## src/rtl/multiplier_8bit_pkg.sv

```systemverilog
`default_nettype none
// ============================================================================
// Module      : multiplier_8bit_pkg
// Description : Width and reset constants shared by the 8x8 array multiplier.
// Revision    : 1.0 - initial release
// ============================================================================
package multiplier_8bit_pkg;

  localparam int unsigned WIDTH = 8;
  localparam logic [WIDTH-1:0] RESET_VALUE = '0;

endpackage : multiplier_8bit_pkg
`default_nettype wire

```

## src/rtl/multiplier_8bit_full_adder.sv

```systemverilog
`default_nettype none
// ============================================================================
// Module      : multiplier_8bit_full_adder
// Description : Single-bit full adder cell used in the multiplier adder array.
// Revision    : 1.0 - initial release
// ============================================================================
module multiplier_8bit_full_adder (
  input  logic i_a,
  input  logic i_b,
  input  logic i_cin,
  output logic o_sum,
  output logic o_cout
);

  logic w_half;

  assign w_half = i_a ^ i_b;
  assign o_sum  = w_half ^ i_cin;
  assign o_cout = (i_a & i_b) | (i_cin & w_half);

endmodule : multiplier_8bit_full_adder
`default_nettype wire

```

## src/rtl/multiplier_8bit.sv

```systemverilog
`default_nettype none
// ============================================================================
// Module      : multiplier_8bit
// Description : 8x8 shift-and-add array multiplier, low byte registered.
// Revision    : 1.0 - initial release
// ============================================================================
module multiplier_8bit
  import multiplier_8bit_pkg::*;
(
  input  logic             CLK,
  input  logic             RESET,
  input  logic [WIDTH-1:0] DATA1,
  input  logic [WIDTH-1:0] DATA2,
  output logic [WIDTH-1:0] Product
);

  logic [WIDTH-1:0] product_d;
  logic [WIDTH-1:0] product_q;

  // Row i holds the running sum after adding partial-product row i << i.
  for (genvar i = 0; i < WIDTH; i++) begin : g_row
    logic [WIDTH-1:0] w_sum;

    if (i == 0) begin : g_first
      assign w_sum = DATA1 & {WIDTH{DATA2[0]}};
    end else begin : g_add
      // Bits below the row shift are untouched by this row.
      assign w_sum[i-1:0] = g_row[i-1].w_sum[i-1:0];

      for (genvar k = 0; k < WIDTH - i; k++) begin : g_col
        logic w_pp;
        logic w_cin;
        logic w_cout;

        assign w_pp = DATA1[k] & DATA2[i];

        if (k == 0) begin : g_lsb
          assign w_cin = 1'b0;
        end else begin : g_chain
          assign w_cin = g_col[k-1].w_cout;
        end

        multiplier_8bit_full_adder u_fa (
          .i_a    (g_row[i-1].w_sum[i+k]),
          .i_b    (w_pp),
          .i_cin  (w_cin),
          .o_sum  (w_sum[i+k]),
          .o_cout (w_cout)
        );

        // Carry out of bit 7 is part of the discarded high byte.
        if (k == WIDTH - 1 - i) begin : g_drop
          logic w_unused_cout;
          assign w_unused_cout = w_cout;
        end
      end
    end
  end

  always_comb begin
    product_d = g_row[WIDTH-1].w_sum;
  end

  always_ff @(posedge CLK or posedge RESET) begin
    if (RESET) begin
      product_q <= RESET_VALUE;
    end else begin
      product_q <= product_d;
    end
  end

  assign Product = product_q;

endmodule : multiplier_8bit
`default_nettype wire

```

## config.mk

```make
export PLATFORM = sky130hd
export DESIGN_NAME = multiplier_8bit
export DESIGN_NICKNAME = d
export VERILOG_FILES = /design/src/rtl/multiplier_8bit_pkg.sv /design/src/rtl/multiplier_8bit_full_adder.sv /design/src/rtl/multiplier_8bit.sv
export SDC_FILE = /design/constraint.sdc
export NUM_CORES = 1
export LEC_CHECK = 0
export ABC_AREA = 1
export BUFFER_PORTS_ARGS = -buffer_cell sky130_fd_sc_hd__buf_4
export CAP_MARGIN = 25
export CORE_UTILIZATION = 53
export CTS_CLUSTER_SIZE = 8
export DETAILED_ROUTE_END_ITERATION = 16
export GPL_ROUTABILITY_DRIVEN = 0
export PLACE_DENSITY = 0.79
export SETUP_SLACK_MARGIN = 0.2
export SLEW_MARGIN = 20
export SYNTH_ARGS = -nofsm -noshare
export SYNTH_HDL_FRONTEND = slang
export SYNTH_SLANG_ARGS = --single-unit
```

## constraint.sdc

```tcl
create_clock -name CLK -period 0.8 [get_ports CLK]
set_input_delay 0.16 -clock CLK [delete_from_list [all_inputs] [get_ports CLK]]
set_output_delay 0.16 -clock CLK [all_outputs]
set_load 0.01 [all_outputs]
```

# Word level (Yosys, flattened, before mapping)
# Index checks and enable logic that the tools add are counted.
# classes
n_bitwise	129
# op_table
operator	n
bitwise AND 1 bit	64
XOR 1 bit	49
bitwise OR 1 bit	15
bitwise AND 8 bit	1
# word_totals
regBits	8
wordCells	130
inputBits	18

# Depth between registers and ports, before layout
# depth
word_depth	24
ltp_mapped	31
mapped_depth_nobuf	30

# Modules after synthesis
# A second synthesis with hierarchy kept.
# hier_totals
cells_unflattened	112
hier_area_um2	1048.5
# modules_own_cells
mod	n_inst	area_per_inst_um2	cells_each
multiplier_8bit_full_adder	28	20.0	1
multiplier_8bit	1	488.0	84

# Worst setup path after synthesis
# No wires, ideal clock.
# synth_path
path_kind	input-to-reg
from	in DATA2[0]
to	reg product_q[7] (netlist: Product[7])
arrival_ns	5.507
t_required_ns	0.684
stages	28
setup_slack_ns	-4.823
n_path_buf	1
path_cell_list	buf_2 -> nand2_1 -> inv_1 -> ha_1 -> inv_1 -> fa_1 -> fa_1 -> inv_1 -> fa_1 -> fa_1 -> fa_1 -> fa_1 -> fa_1 -> fa_1 -> inv_1 -> fa_1 -> inv_1 -> ha_1 -> inv_1 -> nand2_1 -> nand2_1 -> nand3_1 -> nand2_1 -> nand2_1 -> nand2_1 -> inv_1 -> nand2_1 -> nand2_1
# synth_between
elab_chain_cells	24
# synth_rtl
item	line	rtl
start: declaration	multiplier_8bit.sv:13	input logic [WIDTH-1:0] DATA2,
bitwise AND 8 bit *	multiplier_8bit.sv:25	assign w_sum = DATA1 & {WIDTH{DATA2[0]}};
bitwise AND 1 bit / XOR 1 bit (equally long branches)	multiplier_8bit_full_adder.sv:19, multiplier_8bit_full_adder.sv:17	
bitwise AND 1 bit	multiplier_8bit_full_adder.sv:19	assign o_cout = (i_a & i_b) | (i_cin & w_half);
bitwise OR 1 bit	multiplier_8bit_full_adder.sv:19	
bitwise AND 1 bit / XOR 1 bit (equally long branches)	multiplier_8bit_full_adder.sv:19, multiplier_8bit_full_adder.sv:18	
bitwise OR 1 bit / XOR 1 bit (equally long branches)	multiplier_8bit_full_adder.sv:19, multiplier_8bit_full_adder.sv:17	
bitwise AND 1 bit / XOR 1 bit (equally long branches)	multiplier_8bit_full_adder.sv:19, multiplier_8bit_full_adder.sv:18	
bitwise OR 1 bit / XOR 1 bit (equally long branches)	multiplier_8bit_full_adder.sv:19, multiplier_8bit_full_adder.sv:17	
[9 not listed]	n/a	
XOR 1 bit / bitwise OR 1 bit (equally long branches)	multiplier_8bit_full_adder.sv:17, multiplier_8bit_full_adder.sv:19	
XOR 1 bit / bitwise AND 1 bit (equally long branches)	multiplier_8bit_full_adder.sv:18, multiplier_8bit_full_adder.sv:19	
XOR 1 bit / bitwise OR 1 bit (equally long branches)	multiplier_8bit_full_adder.sv:17, multiplier_8bit_full_adder.sv:19	
XOR 1 bit	multiplier_8bit_full_adder.sv:18	assign o_sum = w_half ^ i_cin;
XOR 1 bit	multiplier_8bit_full_adder.sv:17	assign w_half = i_a ^ i_b;
XOR 1 bit *	multiplier_8bit_full_adder.sv:18	
XOR 1 bit *	multiplier_8bit_full_adder.sv:17	
net g_row[7].g_add.g_col[0].u_fa.o_sum	multiplier_8bit_full_adder.sv:11	output logic o_sum,
end signal: assignment	multiplier_8bit.sv:68	product_q <= product_d;
end: declaration	multiplier_8bit.sv:18	logic [WIDTH-1:0] product_q;
# Mark *: on every way through the listed nets, which the timed path passes. The rest lies on a longest branch.

# Worst setup path in the final report
# Ends and elaborated chain as after synthesis.

==> impl_metrics.tcl <==
set metrics [dict create \
    remaining_drc_errors 0 \
    cts_sinks 8 \
    n_antenna_cell 0 \
    finalHoldViolCount 8 \
    final.fill_count 107 \
    cts_tree "done" \
    finalWorstSetupSlack_ps -4640 \
    floorplan.rows 15 \
    die_h_um 46.6 \
    yosysTopAreaCell "fa_1" \
    drtIter0Drc 103 \
    worst_path_max_delay_cell "fa_2" \
    tns_ps -16240 \
    die_area_sq_um 2170 \
    start_util_pct 58.4 \
    path_depth 28 \
    cp_top_family "adder cells" \
    cts_setup_buffers 0 \
    ys_seq_area_share_pct 19.0 \
    syn_area_sq_um 1050 \
    syn_inst 150 \
    fin_crit_ps 5440 \
    synth_most_common_cell "nand2_1" \
    postSynthAreaPerCell_sq_um 7.02 \
    cp_data_required_time_ps 940 \
    dr.pass1.iters 7 \
    htree_levels 1 \
    fin_crit_sh_pct 680 \
    clk_path_buf_depth 2 \
    grt_use_total_pct 41.8 \
    p_leak_nw 0.914 \
    synth_seq_cells 8 \
    drt-vias-per-instance 5.69 \
    status "finished with violations" \
    slew_viol_final 0 \
    synth_edf_count 0 \
    dp_hpwl_um 2040 \
    wl_per_cell_um 18.3 \
    final_nets 230 \
    rsz0062_at_grt "true" \
    cp-end-kind "register" \
    postSynthNetCount 189 \
    ant_nets 0 \
    arrival_ps 5580 \
    crit_buf_inv 8 \
    largest_register_ffs 8 \
    area_growth_pct 46.4 \
    drv_cap 0 \
    relSlewSlack_pct 79.5 \
    critPathMaxStageDelay_ps 570 \
    clock-root-buffer "clkbuf_4" \
    vias 1218 \
    fmax_mhz 184 \
    grt_pass1_vias 1181 \
    grt_pass1_wl_um 5880 \
    critPathMostFrequentCell "fa_2" \
    drive_gt1_share_pct 37.0 \
    clkTransAtPathRegs_ps 60 \
    io-pin-count 26 \
    post_dp_cell_area_sq_um 1400 \
    p_per_area_nw_per_um2 1960 \
    setup-violations-final 14 \
    instances_no_fill 214 \
    yosys_warnings 0 \
    synthDistinctLibCells 10 \
    fin_area_sq_um 1540 \
    dp.cells 211 \
    grt.overflow.total 0 \
    cp-start-kind "input pin" \
    core-area_sq_um 1800 \
    routed_wl_um 3920 \
    synthTopCellsByCount "nand2_1 (62), inv_1 (43), fa_1 (15), nand3_1 (10), dfrtp_1 (8)" \
    post-route-util_pct 85.5 \
    fp.dieW_um 46.6 \
    synth_flop_cell "dfrtp_1" \
    hold_path_class "input pin to asynchronous set/reset pin" \
    synth_top_area_share_pct 28.5 \
    irDropWorstVdd_uv 1260 \
    antenna_found_initial 0 \
    synth_area_leaders "fa_1 (29%), nand2_1 (22%), dfrtp_1 (19%)" \
    violations "negative hold slack, negative setup slack" \
    whs_ps -150 \
    port_buffers 25 \
    cts_buffers 3 \
    tightest_slew_ps 307 \
    grt_max_degree 9 \
    synthArstFlopShare_pct 100 \
    path_max_fanout 4 \
    critical_path_class "input pin to register" \
]
## cell usage in the layout (no fill, tap or decap), types with 6 or more instances in the layout
cell type / instances
nand3_1: 10
nand2_2: 7
ha_4: 6
nand2_1: 57
inv_1: 36
fa_2: 9
buf_6: 11
dfrtp_1: 8
buf_4: 26
inv_2: 7
fa_1: 6
## cell families (layout without fill, tap and decap cells)
kind of cell / after synthesis / count (layout) / share of synthesized area, %
AND/OR/NAND/NOR: 75 / 75 / 28.7
adder cells (fa/ha/maj): 21 / 21 / 35.7
flip-flops: 8 / 8 / 19.0
buffers and inverters: 46 / 85 / 16.6
## routing by layer
layer,GRT usage [%],share of wire (%)
met2,72.8,49
met3,9.02,10
met5,2.86,0
met1,47.3,34
met4,20.0,6.6
## power by group
part	switching, mW	internal (mW)	total (mW)
Sequential	0.0806	0.545	0.626
Combinational	1.12	0.974	2.09
Clock	0.140	0.172	0.312
## worst max-delay path by stage
stage | startpoint | endpoint | slack, ps
finish | DATA2[0] | Product[7]$_DFF_PP0_ | -4640
global route | DATA1[0] | Product[7]$_DFF_PP0_ | -4770
floorplan | DATA1[0] | Product[7]$_DFF_PP0_ | -4530
CTS | DATA1[0] | Product[7]$_DFF_PP0_ | -4350
detailed placement | DATA2[0] | Product[7]$_DFF_PP0_ | -4770
global placement | DATA1[0] | Product[7]$_DFF_PP0_ | -4660
## layout make-up
cell class	count	area, sq um	area share [%]
Clock buffer	3	22.5	1.46
Inverter	44	165	10.7
Multi-Input combinational cell	96	787	51.1
Sequential cell	8	200	13.0
Tap cell	25	31.3	2.03
Timing Repair Buffer	38	334	21.7
## stage by stage
| stage | power, mW | hold slack [ps] | worst slack, ps |
|---|---|---|---|
| floorplan | 1.53 | -24.3 | -4530 |
| global placement | 2.02 | 117 | -4660 |
| detailed placement | 2.12 | 124 | -4770 |
| CTS | 2.75 | -146 | -4350 |
| global route | 3.21 | -137 | -4770 |
| finish | 3.03 | -150 | -4640 |
## what timing repair did
action                     4_1_cts  5_1_grt
gates resized for setup         22        3
setup endpoints to repair       14       14
hold endpoints to repair         8        8
pin swaps                       10        4
Power figures use the tool's default switching activity.
